File: config.mk
export PLATFORM = sky130hd
export DESIGN_NAME = e203_ifu_ifq_flat
export DESIGN_NICKNAME = d
export VERILOG_FILES = /design/src/rtl/e203_ifu_ifq_if.sv /design/src/rtl/e203_ifu_ifq.sv /design/src/flat_wrapper.sv
export SDC_FILE = /design/constraint.sdc
export NUM_CORES = 1
export LEC_CHECK = 0
export ABC_AREA = 0
export BUFFER_PORTS_ARGS = -buffer_cell sky130_fd_sc_hd__buf_2
export CAP_MARGIN = 5
export CORE_UTILIZATION = 58
export DETAILED_ROUTE_END_ITERATION = 10
export GPL_TIMING_DRIVEN = 1
export PLACE_DENSITY = 0.85
export RECOVER_POWER = 25
export SYNTH_ARGS = -nofsm -noshare
export SYNTH_HDL_FRONTEND = slang
export SYNTH_SLANG_ARGS = --single-unit
File: constraint.sdc
create_clock -name clk -period 7 [get_ports clk]
set_input_delay 0.7 -clock clk [delete_from_list [all_inputs] [get_ports clk]]
set_output_delay 0.7 -clock clk [all_outputs]
set_load 0.01 [all_outputs]
File: src/rtl/e203_ifu_ifq_if.sv
// Fetch-queue bus interface.
// Groups the fetch-response side (i_*), the IR-stage side (o_*), the flush
// request and the occupancy readout into one bundle.
//   master : the surroundings (fetch unit, IR stage, redirect logic)
//   slave  : the queue itself
interface e203_ifu_ifq_if #(
  parameter int DEPTH   = 2,
  parameter int INSTR_W = 32,
  parameter int PC_W    = 32
);
  localparam int CW = $clog2(DEPTH) + 1;

  logic               i_valid;
  logic               i_ready;
  logic [INSTR_W-1:0] i_instr;
  logic [PC_W-1:0]    i_pc;
  logic               i_buserr;
  logic               i_misalgn;

  logic               o_valid;
  logic               o_ready;
  logic [INSTR_W-1:0] o_instr;
  logic [PC_W-1:0]    o_pc;
  logic               o_buserr;
  logic               o_misalgn;

  logic               flush;
  logic [CW-1:0]      o_count;

  modport slave (
    input  i_valid, i_instr, i_pc, i_buserr, i_misalgn, o_ready, flush,
    output i_ready, o_valid, o_instr, o_pc, o_buserr, o_misalgn, o_count
  );

  modport master (
    output i_valid, i_instr, i_pc, i_buserr, i_misalgn, o_ready, flush,
    input  i_ready, o_valid, o_instr, o_pc, o_buserr, o_misalgn, o_count
  );
endinterface

File: src/rtl/e203_ifu_ifq.sv
// Instruction fetch queue between the IFU fetch-response path and the IR stage.
// Each entry holds {instr, pc, buserr, misalgn}. The head entry is presented
// combinationally to the IR stage; a new entry becomes visible one cycle after
// it is pushed (no fall-through). A flush or reset empties the queue in one
// cycle.
// Ports:
//   clk  : core clock
//   rst  : synchronous active-high reset
//   ifq  : slave side of e203_ifu_ifq_if (fetch response in, head out,
//          flush request, occupancy)
module e203_ifu_ifq #(
  parameter int DEPTH   = 2,
  parameter int INSTR_W = 32,
  parameter int PC_W    = 32
) (
  input  logic             clk,
  input  logic             rst,
  e203_ifu_ifq_if.slave    ifq
);
  localparam int AW = $clog2(DEPTH);
  localparam int CW = $clog2(DEPTH) + 1;

  logic [INSTR_W-1:0] instr_mem [DEPTH];
  logic [PC_W-1:0]    pc_mem    [DEPTH];
  logic [DEPTH-1:0]   buserr_mem;
  logic [DEPTH-1:0]   misalgn_mem;

  logic [AW-1:0] wr_ptr;
  logic [AW-1:0] rd_ptr;
  logic [CW-1:0] count;

  logic full;
  logic empty;
  logic push;
  logic pop;

  assign full  = (count == CW'(DEPTH));
  assign empty = (count == '0);

  // A full queue never accepts, even when the head is leaving this cycle,
  // so i_ready does not depend on o_ready.
  assign ifq.i_ready = ~full & ~ifq.flush & ~rst;
  assign ifq.o_valid = ~empty & ~ifq.flush;

  assign push = ifq.i_valid & ifq.i_ready;
  assign pop  = ifq.o_valid & ifq.o_ready;

  assign ifq.o_instr   = instr_mem[rd_ptr];
  assign ifq.o_pc      = pc_mem[rd_ptr];
  assign ifq.o_buserr  = buserr_mem[rd_ptr];
  assign ifq.o_misalgn = misalgn_mem[rd_ptr];
  assign ifq.o_count   = count;

  // Pointers and occupancy. Flush has the same effect as reset on the
  // control state; DEPTH is a power of two so the pointers wrap naturally.
  always_ff @(posedge clk) begin
    if (rst || ifq.flush) begin
      wr_ptr <= '0;
      rd_ptr <= '0;
      count  <= '0;
    end else begin
      if (push) wr_ptr <= wr_ptr + AW'(1);
      if (pop)  rd_ptr <= rd_ptr + AW'(1);
      case ({push, pop})
        2'b10:   count <= count + CW'(1);
        2'b01:   count <= count - CW'(1);
        default: count <= count;
      endcase
    end
  end

  // Entry storage. Cleared on reset so the head outputs are never X;
  // a flush leaves stale contents behind, which are masked by o_valid.
  always_ff @(posedge clk) begin
    if (rst) begin
      for (int i = 0; i < DEPTH; i++) begin
        instr_mem[i] <= '0;
        pc_mem[i]    <= '0;
      end
      buserr_mem  <= '0;
      misalgn_mem <= '0;
    end else if (push) begin
      instr_mem[wr_ptr]   <= ifq.i_instr;
      pc_mem[wr_ptr]      <= ifq.i_pc;
      buserr_mem[wr_ptr]  <= ifq.i_buserr;
      misalgn_mem[wr_ptr] <= ifq.i_misalgn;
    end
  end
endmodule

File: src/flat_wrapper.sv
// flat-port wrapper written by rule: the top's interface ports become plain ports
module e203_ifu_ifq_flat 
#(
  parameter int DEPTH   = 2,
  parameter int INSTR_W = 32,
  parameter int PC_W    = 32
)
  (clk, rst, ifq_i_valid, ifq_i_instr, ifq_i_pc, ifq_i_buserr, ifq_i_misalgn, ifq_o_ready, ifq_flush, ifq_i_ready, ifq_o_valid, ifq_o_instr, ifq_o_pc, ifq_o_buserr, ifq_o_misalgn, ifq_o_count);
  e203_ifu_ifq_if #(.DEPTH(DEPTH), .INSTR_W(INSTR_W), .PC_W(PC_W)) ifq_i ();
  input  logic clk;
  input  logic rst;
  input wire logic [$bits(ifq_i.i_valid)-1:0] ifq_i_valid;
  input wire logic [$bits(ifq_i.i_instr)-1:0] ifq_i_instr;
  input wire logic [$bits(ifq_i.i_pc)-1:0] ifq_i_pc;
  input wire logic [$bits(ifq_i.i_buserr)-1:0] ifq_i_buserr;
  input wire logic [$bits(ifq_i.i_misalgn)-1:0] ifq_i_misalgn;
  input wire logic [$bits(ifq_i.o_ready)-1:0] ifq_o_ready;
  input wire logic [$bits(ifq_i.flush)-1:0] ifq_flush;
  output wire logic [$bits(ifq_i.i_ready)-1:0] ifq_i_ready;
  output wire logic [$bits(ifq_i.o_valid)-1:0] ifq_o_valid;
  output wire logic [$bits(ifq_i.o_instr)-1:0] ifq_o_instr;
  output wire logic [$bits(ifq_i.o_pc)-1:0] ifq_o_pc;
  output wire logic [$bits(ifq_i.o_buserr)-1:0] ifq_o_buserr;
  output wire logic [$bits(ifq_i.o_misalgn)-1:0] ifq_o_misalgn;
  output wire logic [$bits(ifq_i.o_count)-1:0] ifq_o_count;
  assign ifq_i.i_valid = ifq_i_valid;
  assign ifq_i.i_instr = ifq_i_instr;
  assign ifq_i.i_pc = ifq_i_pc;
  assign ifq_i.i_buserr = ifq_i_buserr;
  assign ifq_i.i_misalgn = ifq_i_misalgn;
  assign ifq_i.o_ready = ifq_o_ready;
  assign ifq_i.flush = ifq_flush;
  assign ifq_i_ready = ifq_i.i_ready;
  assign ifq_o_valid = ifq_i.o_valid;
  assign ifq_o_instr = ifq_i.o_instr;
  assign ifq_o_pc = ifq_i.o_pc;
  assign ifq_o_buserr = ifq_i.o_buserr;
  assign ifq_o_misalgn = ifq_i.o_misalgn;
  assign ifq_o_count = ifq_i.o_count;
  e203_ifu_ifq #(.DEPTH(DEPTH), .INSTR_W(INSTR_W), .PC_W(PC_W)) u_core (.clk(clk), .rst(rst), .ifq(ifq_i));
endmodule
### After elaboration in Yosys (flattened, before gate mapping)

Memory sizes are Yosys's and may differ from the RTL's. A register that Yosys moved wholly into a read port is not among the register bits.
Cells that the tools add are included.

| storage, ports and cells | value |
|---|---|
| input bits | 71 |
| register bits after elaboration | 8 |
| logic and storage cells | 56 |
| memory bits (writable) | 128 |
| memories kept | 2 |
| output and inout port bits | 70 |

| operators by class | value |
|---|---|
| mux-type cells | 24 |
| $add $sub $neg | 4 |
| $lt $le $gt $ge | 3 |
| bitwise logic cells | 9 |
| eq/ne operators | 3 |
| reduce and logical (&&, ||, !) cells | 6 |

Memories:

| name | words | bits a word | read ports | clocked after memory_dff | write ports | RTL line | RTL |
|---|---|---|---|---|---|---|---|
| u_core.instr_mem | 2 | 32 | 1 | 1 | 2 | e203_ifu_ifq.sv:23 | `logic [INSTR_W-1:0] instr_mem [DEPTH];` |
| u_core.pc_mem | 2 | 32 | 1 | 1 | 2 | e203_ifu_ifq.sv:24 | `logic [PC_W-1:0] pc_mem [DEPTH];` |

Operators by type and width:

| kind | number |
|---|---|
| $mux W32 | 2 |
| $reduce_or A32 Y1 | 2 |
| $mux W1 | 18 |
| $and A1 B1 Y1 | 5 |
| $bwmux W2 | 2 |
| $eq A2 B2 Y1 const B | 2 |
| $lt A1 B2 Y1 const B | 2 |
| $not A1 Y1 | 4 |
| $pmux W2 S2 | 1 |
| $add A1 B1 Y1 const B | 2 |
| $add A2 B1 Y2 const B | 1 |
| $eq A2 B1 Y1 const B | 1 |
| $logic_not A2 Y1 | 1 |
| $reduce_bool A2 Y1 | 1 |
| $sub A2 B1 Y2 const B | 1 |
| $demux W1 S1 | 1 |
| $ge A1 B1 Y1 const B | 1 |
| $logic_and A1 B1 Y1 | 1 |
| $logic_or A1 B1 Y1 | 1 |

### Logic depth before layout (Yosys ltp)

| logic depth | value |
|---|---|
| depth in word-level cells | 10 |
| depth in mapped cells | 6 |
| gate-level depth less buffers | 6 |

### Worst setup path after synthesis

OpenSTA, ideal clock, no wires.

| timing path | value |
|---|---|
| kind | input to register |
| from | input rst |
| to | memory u_core.instr_mem[0][0], enable pin |
| path slack | 4.263 ns |
| data required time | 6.606 ns |
| stages | 5 |
| arrival | 2.343 ns |
| library setup time | 0.394 ns |
| cells stage by stage | or2_1 > buf_6 > nor4_4 > buf_6 > or2_2 |

RTL lines:

| what | RTL line | RTL |
|---|---|---|
| start: declaration | flat_wrapper.sv:11 | `input logic rst;` |
| end: declaration | e203_ifu_ifq.sv:23 |  |

==> flow_summary.ini <==
[hold_path]
worstHoldPathCells = 2
hold_path_startpoint = ifq_i_buserr
worst_hold_path_type = in -> reg

[synth]
synth-simple-area-share = 0.156
mean_area_per_synthesized_cell_sq_um = 15.3
yosys_register_bits = 137
synth_nets = 462
synth-warning-count = 0
synth_top_area_share = 0.646
synth-compound-area-share = 0.00715
synth.largest_area_cell = edfxtp_1
synth_seq_area_share = 0.676
post_synthesis_instance_area_sq_um = 5950
synthAdderAreaFrac = 0.00210
synth_mux_area_frac = 0.132
area_share_of_xor_xnor_cells_in_the_synthesized_design = 0.00294
netlist_top_cells_area = edfxtp_1 65%, and2_1 13%, mux2_2 13%, dfxtp_1 3.0%, buf_6 0.95%
synth_top_family_by_area = simple AND/OR/NAND/NOR gates
synth.lib_cells_used.distinct = 24
synthCells = 390

[global_route]
globalRouteMet2Util = 0.374
grt_start_max_net_pins = 68
grt_overflow_total = 0
grt_pass1_vias = 3478
initial_antenna_violation_count = 0
grt_pass1_wl_mm = 16.7
grt_use_met3 = 0.0625
grt_use_total = 0.222
busiest_layer = met2
globalRouteMet1Util = 0.270

[sta]
achievable-frequency_mhz = 284
final_number_of_hold_violating_endpoints = 0
final_max_slew_viol_count = 94
period_needed_ns = 3.53
fin_setup_tns_ns = 0
layout_worst_path_cycle_share = 0.504
worst_slew_pin_slew_ns = 2.43
finClkSkew_ns = 0.00890
rsz_0062_raised_after_global_routing = no
setup_viol = 0
slew_headroom = -0.620
fin_worst_hold_slack_ns = 0.433

[outcome]
outcome = complete, but fails checks
failing_checks = capacitance limit, slew limit

[clock_tree]
post_cts.repair.setup_buffers = 0
hold_buffers = 0
numCtsBuffers = 17
htree_num_levels = 4
cts_max_path_buffers = 2
cts_num_sinks = 137
tritoncts = yes
clock_transition_at_the_registers_of_the_reported_paths_ns = 0.05
ctsResizeCount = 0
clk_latency_worst_skew_pair_ns = 0.52
clock_root_buffer = clkbuf_8

[power_and_ir_drop]
power.static_leakage_nw = 3.02
vdd_ir_drop_max_mv = 0.158
powerDensity_nw_per_um2 = 268

[die]
placementRows = 36
count_of_pins_on_the_block_boundary = 141
initial_standard_cell_utilization_of_the_core = 0.603
die_h_um = 103
placeableCoreArea_sq_um = 9860
die_area_sq_um = 10700
floorplan.die.width_um = 103

[run]
max-cap-violations = 2

[final_layout]
area_growth_from_synthesis_to_layout_pct = 22.9
multi_input_area_sq_um = 1790
final_net_count = 603
final_layout_size_suffix_gt1_frac = 0.447
antenna_cells = 0
final-seq-area_sq_um = 4030
layout.filler_cells = 611

[drt]
dr_total_vias = 3549
post_drt_wl_per_cell_um = 16.7
drt.antenna.violating_nets = 0
routed_wirelength_mm = 11.3
dr.first_iter.drc_count = 165
vias_per_cell = 5.24
detailedRoute.firstPassIterationCount = 7
drcViolationCount = 0

[worst_setup_path]
worstPathRequired_ns = 7.16
critical_path.reg2reg.startpoint = u_core.ifq.o_count[0]
timing.critical_path.from_type = input port
worst-setup-path-type = in -> reg
path_max_fanout = 39
first_element_of_the_critical_path = rst
worst_setup_path_end_kind = flip-flop
cells_on_worst_reg2reg_path = 4
arrival_ns = 3.68

[placement]
buffer_ports.inserted = 140
dpl.hpwl_mm = 6.98
routability_congestion_estimate_from_global_placement = 0.748
[registers in the layout, indices dropped and copies added (netlist names), named ones only]
signal	cells
u_core.instr_mem	64
u_core.pc_mem	64
u_core.buserr_mem	2
u_core.ifq.o_count	2
u_core.misalgn_mem	2
u_core.rd_ptr	1
u_core.wr_ptr	1
[metal layers]
metal	up-vias	share of wire	routed length, um
li1	1670	-	-
met1	1745	0.42	4760
met2	120	0.52	5860
met3	14	0.045	513
met4	0	0.016	178
met5	-	0	0
[final cells by class]
type / instances / share of cell area
well taps: 133 / 0.0228
inverters: 3 / 0.00154
clock buffers: 23 / 0.0652
repair buffers: 144 / 0.0989
clock inverters: 9 / 0.0166
multi-input cells: 228 / 0.245
flip-flops and latches: 137 / 0.550
[synth_stat cells, drive strengths merged]
cell type and instances:
a21oi 4, and2 128, and2b 1, and4 1, buf 12, clkbuf 10
dfxtp 9, edfxtp 128, ha 1, inv 3, mux2 70, nand2b 1
nand3 1, nor2 4, nor2b 4, nor4 1, o21ai 3, o21bai 1
or2 3, or3 3, xnor2 1, xor2 1
[cells by family (layout without fill, tap and decap cells)]
| family | Yosys count | after routing |
|---|---|---|
| buf+inv | 25 | 179 |
| mux | 70 | 70 |
| simple gates | 147 | 147 |
| compound gates | 8 | 8 |
| xor+xnor | 2 | 2 |
| fa+ha+maj | 1 | 1 |
| flops | 137 | 137 |
[cells in the final DEF, fill, tap and decap left out, types with 2 or more instances in the layout]
master / netlist / routed
a21oi_1: 4 / 4
or3_1: 3 / 3
buf_2: 7 / 137
and2_1: 128 / 88
inv_1: 3 / 3
nor2_1: 4 / 4
dfxtp_1: 9 / 8
clkbuf_16: 0 / 16
clkbuf_1: 10 / 6
bufinv_16: 0 / 3
clkinv_2: 0 / 4
or2_0: 0 / 2
nor2b_1: 4 / 4
and2_0: 0 / 40
edfxtp_1: 128 / 128
clkbuf_8: 0 / 5
mux2_2: 70 / 70
o21ai_0: 3 / 3
buf_4: 0 / 3
[metrics by stage]
step / std cells / power [mW] / worst slack, ns / instance area [sq um] / utilization
2_1_floorplan: 390 / 1.03 / 4.26 / 5950 / -
3_3_place_gp: 645 / 1.08 / 3.36 / 6720 / 0.682
3_5_place_dp: 645 / 1.09 / 3.29 / 6720 / 0.682
4_1_cts: 677 / 1.97 / 3.73 / 7320 / 0.742
5_1_grt: 677 / 2.02 / 3.22 / 7310 / 0.741
6_report: 677 / 1.96 / 3.47 / 7310 / 0.741
[worst max-delay path, stage by stage]
cell,delay [ns]
clkbuf_1,0.19
or2_0,0.43
nor4_4,0.28
or2_0,1.39
buf_4,0.66
[final timing paths]
check	endpoint	slack (ns)
worst min register to register	u_core.ifq.o_count[1]	0.56
worst min-delay path	u_core.buserr_mem[0]	0.43
worst max-delay path	u_core.pc_mem[0][30]	3.47
worst max register to register	u_core.pc_mem[1][22]	3.78
[power by group]
group / leakage, nW / internal (mW) / total (mW) / switching (mW)
Clock: 0.295 / 0.577 / 0.888 / 0.311
Sequential: 1.40 / 0.937 / 0.947 / 0.0106
Combinational: 1.32 / 0.0569 / 0.125 / 0.0683
Total: 3.02 / 1.57 / 1.96 / 0.390
Note: power is estimated with default switching activity, not from simulation.
